`config.mk`:
```
export PLATFORM = sky130hd
export DESIGN_NAME = rob_commit_flat
export DESIGN_NICKNAME = d
export VERILOG_FILES = /design/src/rtl/rob_commit_if.sv /design/src/rtl/rob_commit.sv /design/src/flat_wrapper.sv
export SDC_FILE = /design/constraint.sdc
export NUM_CORES = 2
export LEC_CHECK = 0
export BUFFER_PORTS_ARGS = -buffer_cell sky130_fd_sc_hd__buf_2
export CAP_MARGIN = 10
export CORE_UTILIZATION = 29
export CTS_BUF_LIST = sky130_fd_sc_hd__clkbuf_8
export CTS_CLUSTER_SIZE = 10
export DETAILED_ROUTE_END_ITERATION = 6
export SETUP_SLACK_MARGIN = 0.15
export SYNTH_ARGS = -nofsm -noshare
export SYNTH_HDL_FRONTEND = slang
export SYNTH_SLANG_ARGS = --single-unit
```
`constraint.sdc`:
```
create_clock -name clk -period 7.76 [get_ports clk]
set_input_delay 0.776 -clock clk [delete_from_list [all_inputs] [get_ports clk]]
set_output_delay 0.776 -clock clk [all_outputs]
set_load 0.05 [all_outputs]
```
`src/rtl/rob_commit_if.sv`:
```
// Allocation, completion and retirement signals between the front end and the reorder buffer.
interface rob_commit_if #(
    parameter int unsigned FETCH_WIDTH  = 4,
    parameter int unsigned RETIRE_WIDTH = 3,
    parameter int unsigned WB_PORTS     = 2
);
    logic [FETCH_WIDTH-1:0]       alloc_valid;
    logic [8*FETCH_WIDTH-1:0]     alloc_arch_regs;
    logic [10*FETCH_WIDTH-1:0]    alloc_old_aliases;
    logic                         alloc_ready;
    logic [5*FETCH_WIDTH-1:0]     ROB_entries;
    logic [WB_PORTS-1:0]          wb_valid;
    logic [5*WB_PORTS-1:0]        wb_entry;
    logic [RETIRE_WIDTH-1:0]      retire_valid;
    logic [10*RETIRE_WIDTH-1:0]   cmplt_free_regs;
    logic [8*RETIRE_WIDTH-1:0]    cmplt_dest_regs;
    logic [5:0]                   rob_count;

    modport master (
        output alloc_valid, alloc_arch_regs, alloc_old_aliases, wb_valid, wb_entry,
        input  alloc_ready, ROB_entries, retire_valid, cmplt_free_regs, cmplt_dest_regs, rob_count
    );

    modport slave (
        input  alloc_valid, alloc_arch_regs, alloc_old_aliases, wb_valid, wb_entry,
        output alloc_ready, ROB_entries, retire_valid, cmplt_free_regs, cmplt_dest_regs, rob_count
    );
endinterface

```
`src/rtl/rob_commit.sv`:
```
// 32-entry reorder buffer: in-order allocation, out-of-order completion, in-order
// retirement of up to RETIRE_WIDTH ops per cycle with registered retire outputs.
module rob_commit #(
    parameter int unsigned FETCH_WIDTH  = 4,
    parameter int unsigned RETIRE_WIDTH = 3,
    parameter int unsigned ROB_DEPTH    = 32,
    parameter int unsigned WB_PORTS     = 2
) (
    input  logic        clk,
    input  logic        rst,
    rob_commit_if.slave rob
);
    localparam int unsigned IDX_W = 5;
    localparam int unsigned CNT_W = 6;
    localparam int unsigned ENTRIES = 32;

    logic [IDX_W-1:0] head;
    logic [IDX_W-1:0] tail;
    logic [CNT_W-1:0] count;
    logic [ENTRIES-1:0] done;
    logic [7:0] arch_mem  [ENTRIES];
    logic [9:0] alias_mem [ENTRIES];

    logic [CNT_W-1:0] alloc_n;
    logic [CNT_W-1:0] ret_n;
    logic             alloc_ready_c;
    logic [5*FETCH_WIDTH-1:0]   entries_c;
    logic [RETIRE_WIDTH-1:0]    retire_valid_q;
    logic [10*RETIRE_WIDTH-1:0] free_regs_q;
    logic [8*RETIRE_WIDTH-1:0]  dest_regs_q;

    // Entry e is live when its distance from head is below the occupancy count.
    function automatic logic is_occupied(input logic [IDX_W-1:0] e,
                                         input logic [IDX_W-1:0] h,
                                         input logic [CNT_W-1:0] c);
        return {1'b0, IDX_W'(e - h)} < c;
    endfunction

    always_comb begin
        alloc_ready_c = !rst && (count <= CNT_W'(ROB_DEPTH - FETCH_WIDTH));
        for (int i = 0; i < FETCH_WIDTH; i++) begin
            entries_c[i*5 +: 5] = IDX_W'(tail + IDX_W'(i));
        end
    end

    // Allocation takes the contiguous run of valid lanes starting at lane 0.
    always_comb begin
        logic run;
        alloc_n = '0;
        run     = alloc_ready_c;
        for (int i = 0; i < FETCH_WIDTH; i++) begin
            if (run && rob.alloc_valid[i]) begin
                alloc_n = alloc_n + CNT_W'(1);
            end else begin
                run = 1'b0;
            end
        end
    end

    // Retire walk: consecutive occupied, done entries from head, using pre-edge done bits.
    always_comb begin
        logic             run;
        logic [IDX_W-1:0] idx;
        ret_n = '0;
        run   = 1'b1;
        idx   = head;
        for (int k = 0; k < RETIRE_WIDTH; k++) begin
            idx = IDX_W'(head + IDX_W'(k));
            if (run && (CNT_W'(k) < count) && done[idx]) begin
                ret_n = ret_n + CNT_W'(1);
            end else begin
                run = 1'b0;
            end
        end
    end

    always_ff @(posedge clk) begin
        if (rst) begin
            head           <= '0;
            tail           <= '0;
            count          <= '0;
            done           <= '0;
            retire_valid_q <= '0;
            free_regs_q    <= '0;
            dest_regs_q    <= '0;
        end else begin
            for (int p = 0; p < WB_PORTS; p++) begin
                if (rob.wb_valid[p] && is_occupied(rob.wb_entry[p*5 +: 5], head, count)) begin
                    done[rob.wb_entry[p*5 +: 5]] <= 1'b1;
                end
            end
            for (int k = 0; k < RETIRE_WIDTH; k++) begin
                if (CNT_W'(k) < ret_n) begin
                    done[IDX_W'(head + IDX_W'(k))]  <= 1'b0;
                    retire_valid_q[k]               <= 1'b1;
                    free_regs_q[k*10 +: 10]         <= alias_mem[IDX_W'(head + IDX_W'(k))];
                    dest_regs_q[k*8 +: 8]           <= arch_mem[IDX_W'(head + IDX_W'(k))];
                end else begin
                    retire_valid_q[k]       <= 1'b0;
                    free_regs_q[k*10 +: 10] <= '0;
                    dest_regs_q[k*8 +: 8]   <= '0;
                end
            end
            for (int i = 0; i < FETCH_WIDTH; i++) begin
                if (CNT_W'(i) < alloc_n) begin
                    done[IDX_W'(tail + IDX_W'(i))]      <= 1'b0;
                    arch_mem[IDX_W'(tail + IDX_W'(i))]  <= rob.alloc_arch_regs[i*8 +: 8];
                    alias_mem[IDX_W'(tail + IDX_W'(i))] <= rob.alloc_old_aliases[i*10 +: 10];
                end
            end
            head  <= IDX_W'(head + IDX_W'(ret_n));
            tail  <= IDX_W'(tail + IDX_W'(alloc_n));
            count <= count + alloc_n - ret_n;
        end
    end

    assign rob.alloc_ready     = alloc_ready_c;
    assign rob.ROB_entries     = entries_c;
    assign rob.retire_valid    = retire_valid_q;
    assign rob.cmplt_free_regs = free_regs_q;
    assign rob.cmplt_dest_regs = dest_regs_q;
    assign rob.rob_count       = count;
endmodule

```
`src/flat_wrapper.sv`:
```
// flat-port wrapper written by rule: the top's interface ports become plain ports
module rob_commit_flat 
#(
    parameter int unsigned FETCH_WIDTH  = 4,
    parameter int unsigned RETIRE_WIDTH = 3,
    parameter int unsigned ROB_DEPTH    = 32,
    parameter int unsigned WB_PORTS     = 2
)
  (clk, rst, rob_alloc_valid, rob_alloc_arch_regs, rob_alloc_old_aliases, rob_wb_valid, rob_wb_entry, rob_alloc_ready, rob_ROB_entries, rob_retire_valid, rob_cmplt_free_regs, rob_cmplt_dest_regs, rob_rob_count);
  rob_commit_if #(.FETCH_WIDTH(FETCH_WIDTH), .RETIRE_WIDTH(RETIRE_WIDTH), .WB_PORTS(WB_PORTS)) rob_i ();
  input  logic clk;
  input  logic rst;
  input wire logic [$bits(rob_i.alloc_valid)-1:0] rob_alloc_valid;
  input wire logic [$bits(rob_i.alloc_arch_regs)-1:0] rob_alloc_arch_regs;
  input wire logic [$bits(rob_i.alloc_old_aliases)-1:0] rob_alloc_old_aliases;
  input wire logic [$bits(rob_i.wb_valid)-1:0] rob_wb_valid;
  input wire logic [$bits(rob_i.wb_entry)-1:0] rob_wb_entry;
  output wire logic [$bits(rob_i.alloc_ready)-1:0] rob_alloc_ready;
  output wire logic [$bits(rob_i.ROB_entries)-1:0] rob_ROB_entries;
  output wire logic [$bits(rob_i.retire_valid)-1:0] rob_retire_valid;
  output wire logic [$bits(rob_i.cmplt_free_regs)-1:0] rob_cmplt_free_regs;
  output wire logic [$bits(rob_i.cmplt_dest_regs)-1:0] rob_cmplt_dest_regs;
  output wire logic [$bits(rob_i.rob_count)-1:0] rob_rob_count;
  assign rob_i.alloc_valid = rob_alloc_valid;
  assign rob_i.alloc_arch_regs = rob_alloc_arch_regs;
  assign rob_i.alloc_old_aliases = rob_alloc_old_aliases;
  assign rob_i.wb_valid = rob_wb_valid;
  assign rob_i.wb_entry = rob_wb_entry;
  assign rob_alloc_ready = rob_i.alloc_ready;
  assign rob_ROB_entries = rob_i.ROB_entries;
  assign rob_retire_valid = rob_i.retire_valid;
  assign rob_cmplt_free_regs = rob_i.cmplt_free_regs;
  assign rob_cmplt_dest_regs = rob_i.cmplt_dest_regs;
  assign rob_rob_count = rob_i.rob_count;
  rob_commit #(.FETCH_WIDTH(FETCH_WIDTH), .RETIRE_WIDTH(RETIRE_WIDTH), .ROB_DEPTH(ROB_DEPTH), .WB_PORTS(WB_PORTS)) u_core (.clk(clk), .rst(rst), .rob(rob_i));
endmodule
```
==> results.txt <==
The run finished, with violations left. The final reports fail on DRC, capacitance limit, slew limit. The worst register-to-register path ends at u_core.arch_mem[0][7].

The synthesized net count came out at 6103. STA classifies the critical path endpoint as a register. Of the post-synthesis cell area, the dominant cell type holds 30.0%.

The maximum level of the CTS H-tree is 4. Derived from the worst setup path, the maximum achievable clock frequency is 152 MHz. The fraction of the mapped netlist area in compound gates is ~22%. The critical path starts at u_core.rob.rob_count[5]. The data arrival time of the worst path came out at 7.41 ns. The setup path with the least slack is of type register to register. The number of resized instances in the post-cts repair step came out at 0. At the worst endpoint, the required time is 8.58 ns. The clock sink count came out at a little under 700. The final estimated routing congestion in global placement is 1.08. The buffer and inverter count on the worst path came out at 1. Synthesis handed over a netlist of 5953 instances. The length in cells of the worst reg-to-reg path is 17.

The global router's overall resource usage came out at around 38%. The clock transition at the register clock pins on the worst setup and hold paths after CTS is 0.06 ns. The worst path setup slack after routing came out at 1.17 ns. The number of flops mapped to enable cells by yosys came out at 576.

The y dimension of the die came out at 448 um. The clock tree from TritonCTS is done. The buffer cell driving the clock tree root is sky130_fd_sc_hd__clkbuf_8. The kind of cell with the highest combined delay along the critical path is simple AND/OR/NAND/NOR gates. The average vias per placed instance is 7.10.

Traced cell by cell, the critical path runs through inv_1 > ha_1 > nand3_1 > nor2_1 > nor3_1 > and2_1 > nand2_1 > ha_1 > xnor2_1 > ha_1 > nand2_1 > xor2_2 > o21ai_0 > nor3_1 > nand2_1 > and2_1 > a21oi_1. Clock latency on the worst-skew pair, taken at its later pin, is about 1.0 ns. The HPWL after detailed placement is between 200 and 300 mm. The number of max-slew violations in the final report came out at 3.

The total negative slack is 0 ns. The residual overflow from global routing came out at 0. The number of endpoints with negative hold slack in the final report came out at 0. The overall die width is 448 um. The effective utilization at floorplan is 29.2%.

The final wirelength came out at 392 mm. By area the synthesized netlist is led by sky130_fd_sc_hd__edfxtp_1 30%, sky130_fd_sc_hd__mux4_2 14%, sky130_fd_sc_hd__mux2i_1 10%. The maximum buffer depth of the clock tree came out at 3.

The number of DRC violations after detailed-routing iteration 0 came out at around 12000. Internal power comes to 0.00653 W. STA classifies the critical path startpoint as a register.

The worst-case headroom to the max-slew limit is -6.48%. The first-pass GRT wire length is 512 mm. The slew at the pin closest to its max-slew limit is 1.58 ns.

Net switching is between 30% and 40% of the power. Clock tree synthesis inserted a total of 139 buffers. The sequential cell area fraction in the yosys report is around 34%.

The count of buffers from port buffering came out at 173. The yosys synthesis warning count came out at 0. The power density over the cells came out at 160 nW/um^2. The worst slack at placement came out at 1.49 ns. The core footprint came out at between 150000 and 200000 um^2.

The share of layout cells above drive strength 1 is 19.6%. The number of synthesized register bits is 681. The simple-gate share of the synthesized area came out at 10.5%. The most frequent cell after synthesis is sky130_fd_sc_hd__mux2i_1. Following the worst setup path forward leads to its endpoint at u_core.arch_mem[0][7].

In this run, distinct cell masters in the synthesized netlist total between 90 and 100. The slowest library cell on the worst path is sky130_fd_sc_hd__nor3_1. The maximum number of pins on one net before global-route repair came out at 133.

In this run the remaining antenna-violating nets after routing total 0. The delay of the slowest critical-path stage came out at 1.33 ns. The largest fanout of any net on the critical path is 19. The startpoint identified for the worst register-to-register timing path is u_core.rob.rob_count[5].

The number of global-route vias before repair is 54100. Summing over every cut layer, the via total after detailed routing is 61100. Of all cell types, the one taking the most synthesized area is sky130_fd_sc_hd__edfxtp_1. The setup slack of the most critical reg-to-reg path is 1.17 ns. For this run, design rule violations remaining after detail routing come to 11. The setup skew after layout is 0.0663 ns. The net switching power of the design is 0.00375 W. The first detailed-routing pass took 7 iterations. The initial antenna violation count is 64. The number of hold buffers added after cts is 0. The initialized floorplan defines 163 standard-cell rows. The number of nets in the finished design came out at 5983. The most used flip-flop cell after synthesis is sky130_fd_sc_hd__edfxtp_1.

The mapped netlist covers 57700 um^2. The leakage power came out at around 23 nW. The proportion of register bits with asynchronous set or reset after synthesis came out at 0%. Sequential cells account for 39.9% of the total power. The die outline area came out at between 200000 and 250000 um^2. The buffers inserted during post-CTS setup optimization came out at 0. Setup repair after global routing left no endpoint under its margin. The top-level I/O count came out at 174. The synthesized-area fraction occupied by adder cells came out at 1.38%.

The worst voltage drop across the vdd grid came out at 0.177 mV. Of the available clock period, the critical path in the final layout requires between 80% and 90%. The part of the total power dissipated in combinational logic came out at 21.8%. The number of setup violations in the final report came out at 0.

Measured against the total synthesized area, the mux share comes to roughly 26%. The number of max-capacitance violations reported is 2. The growth of design area from synthesis to finish is 11.1%. By area, the combinational part of the netlist is dominated by multiplexers. After Yosys synthesis, XOR and XNOR cells account for less than 1% of the synthesized area.

The min-delay analysis places its worst path in the category input port to register. The average instance area after synthesis came out at between 9 and 10 um^2. The fraction of power consumed by the clock network is 38.3%. The final critical path time including I/O delays and setup is between 6 and 7 ns. After detailed routing, the average wire length per cell comes to between 40 and 50 um. By count the netlist is led by 598 x sky130_fd_sc_hd__mux2i_1, 585 x sky130_fd_sc_hd__o21ai_0, 576 x sky130_fd_sc_hd__edfxtp_1.

The number of cells on the critical path is 17.
[layer usage]
layer	vias to the layer above	part of all wire [%]	global-route usage, %
met1	30200	34	45.2
met2	6450	39	51.6
met4	66	8.7	25.8
met3	1533	18	20.0
met5	-	0.29	2.74
li1	22800	-	-
[worst min path at each step]
stage / from / endpoint / depth (start not counted)
after CTS: rst / u_core.tail[4] / 3
after global placement: u_core.done[3] / u_core.done[3] / 2
final: rst / u_core.tail[3] / 3
after detailed placement: u_core.done[3] / u_core.done[3] / 2
after floorplan: u_core.done[3] / u_core.done[3] / 2
after global routing: rst / u_core.tail[4] / 3
[worst min-delay path, stage by stage]
cell,delay [ns]
sky130_fd_sc_hd__buf_2,0.12
sky130_fd_sc_hd__buf_4,0.25
sky130_fd_sc_hd__nor2_1,0.14
[kinds of logic (layout without fill, tap and decap cells)]
logic type / after synthesis / in the layout
compound gates: 2075 / 2075
other cells: 2 / 23
buf+inv: 809 / 801
xor+xnor: 35 / 35
mux: 1006 / 1006
simple gates: 1285 / 1285
flops: 681 / 681
fa+ha+maj: 60 / 60
[flip-flops by register name (all words and copies together) (netlist names)]
| register | count |
|---|---|
| u_core.alias_mem | 320 |
| u_core.arch_mem | 256 |
| u_core.done | 32 |
| u_core.rob.cmplt_free_regs | 30 |
| u_core.rob.cmplt_dest_regs | 24 |
| u_core.rob.rob_count | 6 |
| u_core.head | 5 |
| u_core.tail | 5 |
| u_core.rob.retire_valid | 3 |
[cell usage in the layout, fill, tap and decap left out, drive strengths merged, types with 42 or more instances in the layout]
cell type  count
nand4         42
or3           72
a211oi       191
o21ai        594
nand2        406
dfxtp        105
a21oi        506
mux2i        598
nor2         369
nor3         111
a31oi         53
o22ai        101
clkbuf       146
inv          128
a221oi        72
nand3         63
a21o         340
ha            54
buf          465
edfxtp       576
nor2b         45
clkinv        54
mux4         369
[stage by stage]
stage | power (W) | cells | area [um^2] | utilization, % | hold slack [ns]
final | 0.0103 | 8606 | 64100 | 32.5 | 0.359
after global routing | 0.0104 | 8592 | 64100 | 32.4 | 0.356
after CTS | 0.0101 | 8578 | 64000 | 32.4 | 0.288
after detailed placement | 0.00626 | 8325 | 61300 | 31.0 | 0.603
after global placement | 0.00625 | 8325 | 61300 | 31.0 | 0.606
after floorplan | 0.00533 | 5953 | 57700 | - | 0.512
[power groups by stage]
stage	Combinational, W	Clock [W]	Sequential (W)
after global placement	0.00208	0	0.00417
after CTS	0.00209	0.00391	0.00410
after global routing	0.00224	0.00403	0.00410
after floorplan	0.00114	0	0.00419
final	0.00224	0.00394	0.00410
after detailed placement	0.00209	0	0.00417
[area by class of cell]
class / instances / area, um^2
fill: 20200 / 133000
multi-input combinational: 4463 / 35200
timing repair buffer: 468 / 3200
clock inverter: 109 / 686
antenna: 21 / 52.6
tap: 2640 / 3300
inverter: 80 / 303
clock buffer: 144 / 1980
sequential: 681 / 19400
Note: power is estimated with default switching activity, not from simulation.
